===== src/rtl/m2_pkg.sv =====
// Shared types and constants for the M2 block writer.
// Holds the FSM state enum, the colour segment enum, SRAM bases, row widths and the address helper.
package m2_pkg;

    typedef enum logic [2:0] {
        S_WB_IDLE,
        S_WB_LEAD_IN,
        S_WB_FETCH,
        S_WB_WRITE,
        S_WB_DONE
    } wb_state_t;

    typedef enum logic [1:0] {
        SEG_Y   = 2'd0,
        SEG_U   = 2'd1,
        SEG_V   = 2'd2,
        SEG_BAD = 2'd3
    } seg_t;

    localparam logic [17:0] BASE_Y   = 18'd0;
    localparam logic [17:0] BASE_U   = 18'd38400;
    localparam logic [17:0] BASE_V   = 18'd57600;
    localparam logic [17:0] ROW_W_Y  = 18'd160;
    localparam logic [17:0] ROW_W_UV = 18'd80;

    // A request is legal only inside the picture of its own segment.
    function automatic logic req_ok(input seg_t seg,
                                    input logic [4:0] row,
                                    input logic [5:0] col);
        logic [5:0] col_max;
        col_max = (seg == SEG_Y) ? 6'd39 : 6'd19;
        return (seg != SEG_BAD) && (row <= 5'd29) && (col <= col_max);
    endfunction

    // Word k covers pixel row k[4:2], pixel pair k[1:0] of the 8x8 block.
    function automatic logic [17:0] block_addr(input seg_t seg,
                                               input logic [4:0] row,
                                               input logic [5:0] col,
                                               input logic [4:0] k);
        logic [17:0] base;
        logic [17:0] width;
        logic [17:0] line;
        base  = (seg == SEG_Y) ? BASE_Y :
                (seg == SEG_U) ? BASE_U : BASE_V;
        width = (seg == SEG_Y) ? ROW_W_Y : ROW_W_UV;
        line  = {10'd0, row, 3'd0} + {15'd0, k[4:2]};
        return base + line * width + {10'd0, col, 2'd0} + {16'd0, k[1:0]};
    endfunction

endpackage


===== src/rtl/m2_block_writer_clip.sv =====
// Saturates a signed 32-bit IDCT result to an 8-bit pixel.
// Ports: value (signed 32-bit in), pixel (unsigned 8-bit out).
module pixel_clip (
    input  logic signed [31:0] value,
    output logic        [7:0]  pixel
);

    always_comb begin
        pixel = value[7:0];
        if (value[31])
            pixel = 8'd0;
        else if (|value[30:8])
            pixel = 8'hFF;
    end

endmodule


===== src/rtl/m2_block_writer.sv =====
// Writes one 8x8 IDCT result block from the dual-port RAM into SRAM, two pixels per word.
// Ports: clock/reset, WB_* request/finish, DP_* RAM read side, M2_SRAM_* registered write side.
module m2_block_writer
    import m2_pkg::*;
(
    input  logic        CLOCK_50_I,
    input  logic        Resetn,
    input  logic        WB_start,
    input  logic [4:0]  WB_block_row,
    input  logic [5:0]  WB_block_col,
    input  logic [1:0]  WB_segment,
    output logic        WB_finish,
    output logic        WB_error,
    output logic [5:0]  DP_address_a,
    output logic [5:0]  DP_address_b,
    input  logic [31:0] DP_read_data_a,
    input  logic [31:0] DP_read_data_b,
    output logic [17:0] M2_SRAM_address,
    output logic        M2_SRAM_we_n,
    output logic [15:0] M2_SRAM_write_data
);

    wb_state_t   state;
    logic [4:0]  row_q;
    logic [5:0]  col_q;
    seg_t        seg_q;
    logic [5:0]  fetch_k;
    logic [4:0]  write_k;

    logic [7:0]  pix_a;
    logic [7:0]  pix_b;
    logic [4:0]  next_k;
    logic [17:0] wr_addr;
    logic        fetching;

    pixel_clip u_clip_a (.value(DP_read_data_a), .pixel(pix_a));
    pixel_clip u_clip_b (.value(DP_read_data_b), .pixel(pix_b));

    // RAM data lags its address by one cycle, so the write index trails fetch.
    always_comb begin
        next_k   = (state == S_WB_FETCH) ? 5'd0 : write_k + 5'd1;
        wr_addr  = block_addr(seg_q, row_q, col_q, next_k);
        fetching = (state == S_WB_LEAD_IN || state == S_WB_FETCH ||
                    state == S_WB_WRITE) && !fetch_k[5];
    end

    always_ff @(posedge CLOCK_50_I or negedge Resetn) begin
        if (!Resetn) begin
            state              <= S_WB_IDLE;
            row_q              <= 5'd0;
            col_q              <= 6'd0;
            seg_q              <= SEG_Y;
            fetch_k            <= 6'd0;
            write_k            <= 5'd0;
            WB_finish          <= 1'b0;
            WB_error           <= 1'b0;
            DP_address_a       <= 6'd0;
            DP_address_b       <= 6'd0;
            M2_SRAM_address    <= 18'd0;
            M2_SRAM_we_n       <= 1'b1;
            M2_SRAM_write_data <= 16'd0;
        end else begin
            WB_finish <= 1'b0;
            WB_error  <= 1'b0;

            if (fetching) begin
                DP_address_a <= {fetch_k[4:0], 1'b0};
                DP_address_b <= {fetch_k[4:0], 1'b1};
                fetch_k      <= fetch_k + 6'd1;
            end else begin
                DP_address_a <= 6'd0;
                DP_address_b <= 6'd0;
            end

            unique case (state)
                S_WB_IDLE: begin
                    if (WB_start) begin
                        row_q <= WB_block_row;
                        col_q <= WB_block_col;
                        seg_q <= seg_t'(WB_segment);
                        if (req_ok(seg_t'(WB_segment), WB_block_row,
                                   WB_block_col)) begin
                            state        <= S_WB_LEAD_IN;
                            DP_address_a <= 6'd0;
                            DP_address_b <= 6'd1;
                            fetch_k      <= 6'd1;
                        end else begin
                            state     <= S_WB_DONE;
                            WB_finish <= 1'b1;
                            WB_error  <= 1'b1;
                        end
                    end
                end
                S_WB_LEAD_IN: begin
                    state <= S_WB_FETCH;
                end
                S_WB_FETCH: begin
                    M2_SRAM_we_n       <= 1'b0;
                    M2_SRAM_address    <= wr_addr;
                    M2_SRAM_write_data <= {pix_a, pix_b};
                    write_k            <= 5'd0;
                    state              <= S_WB_WRITE;
                end
                S_WB_WRITE: begin
                    if (write_k == 5'd31) begin
                        M2_SRAM_we_n       <= 1'b1;
                        M2_SRAM_address    <= 18'd0;
                        M2_SRAM_write_data <= 16'd0;
                        WB_finish          <= 1'b1;
                        state              <= S_WB_DONE;
                    end else begin
                        M2_SRAM_address    <= wr_addr;
                        M2_SRAM_write_data <= {pix_a, pix_b};
                        write_k            <= next_k;
                    end
                end
                S_WB_DONE: begin
                    state <= S_WB_IDLE;
                end
                default: begin
                    state <= S_WB_IDLE;
                end
            endcase
        end
    end

endmodule


===== config.mk =====
export PLATFORM = sky130hd
export DESIGN_NAME = m2_block_writer
export DESIGN_NICKNAME = d
export VERILOG_FILES = /design/src/rtl/m2_pkg.sv /design/src/rtl/m2_block_writer_clip.sv /design/src/rtl/m2_block_writer.sv
export SDC_FILE = /design/constraint.sdc
export NUM_CORES = 1
export LEC_CHECK = 0
export BUFFER_PORTS_ARGS = -buffer_cell sky130_fd_sc_hd__buf_2
export CELL_PAD_IN_SITES_DETAIL_PLACEMENT = 0
export CELL_PAD_IN_SITES_GLOBAL_PLACEMENT = 1
export CORE_ASPECT_RATIO = 1.25
export CORE_UTILIZATION = 43
export CTS_CLUSTER_DIAMETER = 30
export DETAILED_ROUTE_END_ITERATION = 16
export PLACE_DENSITY_LB_ADDON = 0.1
export SLEW_MARGIN = 20
export SYNTH_ARGS = -nofsm -noshare
export SYNTH_HDL_FRONTEND = slang
export SYNTH_HIERARCHICAL = 1
export SYNTH_SLANG_ARGS = --single-unit

===== constraint.sdc =====
create_clock -name CLOCK_50_I -period 7.9 [get_ports CLOCK_50_I]
set_input_delay 0 -clock CLOCK_50_I [delete_from_list [all_inputs] [get_ports CLOCK_50_I]]
set_output_delay 0 -clock CLOCK_50_I [all_outputs]
set_load 0.01 [all_outputs]

==> results.toml <==
[clocking]
tritoncts = "done"
cts-root-buf = "clkbuf_16"
cts.sinks = 70
insertion_delay_ns = 0.33
cts_buffers = 9
clk_pin_slew_ns = 0.06
cts.path.max_buffers = 2
h-tree-depth = 3

[worst_setup_path]
cp-end-kind = "flop"
regToRegSetupSlack_ns = 2.93
critPathRequiredTime_ns = 8.10
cpMostUsedCell = "ha_1"
critPathSlowestCell = "nor2_1"
rr_endpoint = "M2_SRAM_address[16]"
critPathMaxFanout = 13
rr_startpoint = "seg_q[1]"
path_class = "flop to flop"
crit_chain = "nor2_1 > clkinv_1 > and2_1 > or2_2 > ha_1 > inv_1 > fa_1 > inv_1 > ha_1 > ha_1 > ha_1 > and3_2 > a221oi_2 > o21ai_0 > xnor2_1 > o21ai_0"
cp.arrival_ns = 5.17
cpPeakStageDelay_ns = 0.62
ff2ff_path_depth = 16
startpoint_type = "flop"

[drt]
first_pass_iters = 4
detail_route.iter0.violations = 123
ant_nets = 0
wl_per_cell_um = 13.42
vias = 3737
routed_wl_mm = 9.795
drc_errors = 0
drt-vias-per-instance = 5.119

[flow_run]
max-cap-violations = 0

[grt]
grt-ovfl-total = 0
grt_first_pass_wirelength_mm = 16.26
grt_pass1_vias = 3684
grt_use_total_pct = 18.94
grt_max_degree = 71
antenna_found_initial = 0

[placement]
place.gp.congestion = 0.8610
dp.cells = 700
dp_slack_ns = 2.928
io_buffers = 127
dp_hpwl_mm = 7.492

[floorplan]
die_y_um = 117.3
pin_count = 129
fp-row-count = 41
fp.dieW_um = 94.23
core_um2 = 10210
start_util_pct = 44.78
die_area_um2 = 11050

[sta]
finalSetupViolations = 0
hold_viol = 0
rsz0062_at_grt = "no"
max_slew_margin_pct = 42.43
timing.clock.skew_ns = 0.006819
fin_ws_ns = 2.929
worstMarginPinSlew_ns = 0.8636
max_clock_freq_mhz = 201.2
period_share_pct = 62.93
slew_violations = 0
fin_crit_ns = 4.971
tns_ns = 0

[synthesis]
ys_types = 56
synth_edf_count = 0
synth_cells = 470
ys_warn_count = 6
avgSynthCellArea_um2 = 9.727
ys_ff_latch = 70
synth.largest_area_cell = "dfrtp_1"
synth_ff_type = "dfrtp_1"
netlist_area_um2 = 4572
ys_seq_area_share_pct = 38.34
synth_top_area_share_pct = 37.77
synthArstFlopShare_pct = 100.0
synthTopCellsByArea = "dfrtp_1 (38%), ha_1 (12%), fa_1 (6.6%), nand2_1 (5.7%), a22o_1 (5.0%)"

[final_layout]
final_core_util_pct = 55.84
area_growth_pct = 24.69
multi_input_area_um2 = 2531
n_antenna_cell = 0
layout.nets = 735
fillers = 949
sequential_cell_area_um2 = 1753
final_cell_count_no_fill = 730
layout-drive-gt1-share_pct = 29.62

[power]
total_power_w = 0.003295
p_per_area_nw_per_um2 = 578.1
cellLeakagePower_nw = 2.956
peakVddDrop_mv = 0.3328

[min_path]
min_to = "M2_SRAM_write_data[6]"
min_from = "DP_read_data_b[6]"
hp-class = "primary input to flop"
min_path_cells = 4

[run_status]
outcome = "finished clean"
-- routing by layer --
metal	GRT usage, %	up-vias	part of all wire (%)
met3	2.907	12	5.8
li1	-	1870	-
met1	22.60	1749	44
met5	0	-	0
met4	7.897	0	1.7
met2	33.86	106	49
-- registers in the layout, summed over array words and instances, names as in the netlist, 2 cells and up --
name / count
write_k: 5
col_q: 6
M2_SRAM_write_data: 16
DP_address_b: 5
seg_q: 2
row_q: 5
M2_SRAM_address: 18
fetch_k: 6
state: 3
-- cells in the final DEF (no fill, tap or decap), types with 4 or more instances in the layout --
cell | Yosys | routed
nor3_1 | 6 | 6
dfrtp_1 | 69 | 69
xnor2_1 | 5 | 5
conb_1 | 2 | 4
nor4_1 | 6 | 6
a21oi_1 | 27 | 27
o22ai_1 | 4 | 4
nand2_1 | 70 | 70
clkbuf_16 | 0 | 9
nor3_2 | 16 | 16
dlygate4sd3_1 | 0 | 15
nand3_1 | 4 | 4
xor2_1 | 7 | 7
nor2_1 | 21 | 21
ha_1 | 43 | 43
and2_1 | 10 | 10
inv_1 | 36 | 36
o21ai_0 | 18 | 18
buf_2 | 8 | 127
nand4_1 | 5 | 5
a21o_1 | 4 | 4
a22o_1 | 26 | 26
fa_1 | 15 | 15
or2_2 | 4 | 4
-- area by class of cell --
| type | instances | share of cell area, % |
|---|---|---|
| Clock inverter | 6 | 1.514 |
| Clock buffer | 9 | 3.951 |
| Sequential cell | 70 | 30.75 |
| Timing Repair Buffer | 144 | 14.05 |
| Tap cell | 129 | 2.831 |
| Multi-Input combinational cell | 334 | 44.40 |
| Inverter | 38 | 2.502 |
-- cell usage after synthesis, types with 2 or more instances --
cell type / number
nor2b_1: 2
fa_1: 15
mux2i_1: 2
a21o_1: 4
o22ai_1: 4
clkbuf_1: 12
or2_2: 4
xor2_1: 7
nor3_1: 6
inv_1: 36
buf_1: 2
dfrtp_1: 69
buf_6: 2
o21ai_0: 18
nor3_2: 16
nor2_1: 21
or4_4: 2
nor4_1: 6
a21oi_1: 27
nand3_1: 4
buf_4: 6
and3_1: 3
ha_1: 43
nand2_1: 70
and3_2: 2
xnor2_1: 5
a22o_1: 26
conb_1: 2
a22oi_1: 2
nand2b_1: 3
buf_2: 8
and4_1: 2
and2_1: 10
or4_1: 2
nor3_4: 2
nand4_1: 5
-- cell families (layout without fill, tap and decap cells) --
kind of cell             Yosys count  in the layout  share of synthesized area [%]
multiplexers                       2              2                         0.4379
flip-flops                        70             70                          38.34
other                              2              4                         0.1643
adder cells (fa/ha/maj)           58             58                          18.34
AND/OR/NAND/NOR                  164            164                          19.57
buffers and inverters             68            197                          6.623
XOR/XNOR                          12             12                          2.299
AO/OA/AOI/OAI                     94             94                          14.23
-- what timing repair did --
action	4_1_cts	5_1_grt
setup buffers	0	0
hold endpoints to repair	83	0
gates resized for setup	0	0
hold buffers	15	0
-- power breakdown --
part           leakage (nW)  switching, W  internal (W)  total (W)
clock network         0.152      0.000147      0.000274   0.000421
logic                  1.96       0.00122      0.000999    0.00222
registers             0.843      0.000107      0.000550   0.000657
-- through the flow --
| stage | area, um2 | hold WS, ns |
|---|---|---|
| 3_5_place_dp | 5231 | 0.2005 |
| 6_report | 5700 | 0.09630 |
| 4_1_cts | 5693 | 0.08236 |
| 2_1_floorplan | 4579 | -0.2956 |
| 3_3_place_gp | 5231 | 0.1914 |
| 5_1_grt | 5700 | 0.1049 |
-- critical path: cells and delay by family (launching register included) --
| family | cells | cell delay [ns] |
|---|---|---|
| buffers and inverters | 3 | 0.53 |
| AO/OA/AOI/OAI | 3 | 0.59 |
| AND/OR/NAND/NOR | 4 | 1.42 |
| adder cells (fa/ha/maj) | 5 | 1.72 |
| XOR/XNOR | 1 | 0.15 |
| flip-flops | 1 | 0.40 |
-- how the worst max path moves through the flow --
| stage | startpoint | to | slack (ns) | depth (start not counted) |
|---|---|---|---|---|
| final | seg_q[1] | M2_SRAM_address[16] | 2.93 | 16 |
| after floorplan | write_k[0] | M2_SRAM_address[16] | 3.62 | 17 |
| after global placement | seg_q[1] | M2_SRAM_address[16] | 3.05 | 16 |
| after CTS | seg_q[1] | M2_SRAM_address[16] | 2.90 | 16 |
| after detailed placement | seg_q[1] | M2_SRAM_address[16] | 2.93 | 16 |
| after global routing | seg_q[1] | M2_SRAM_address[16] | 2.64 | 16 |
No activity file was read; power rests on OpenSTA's default activity.
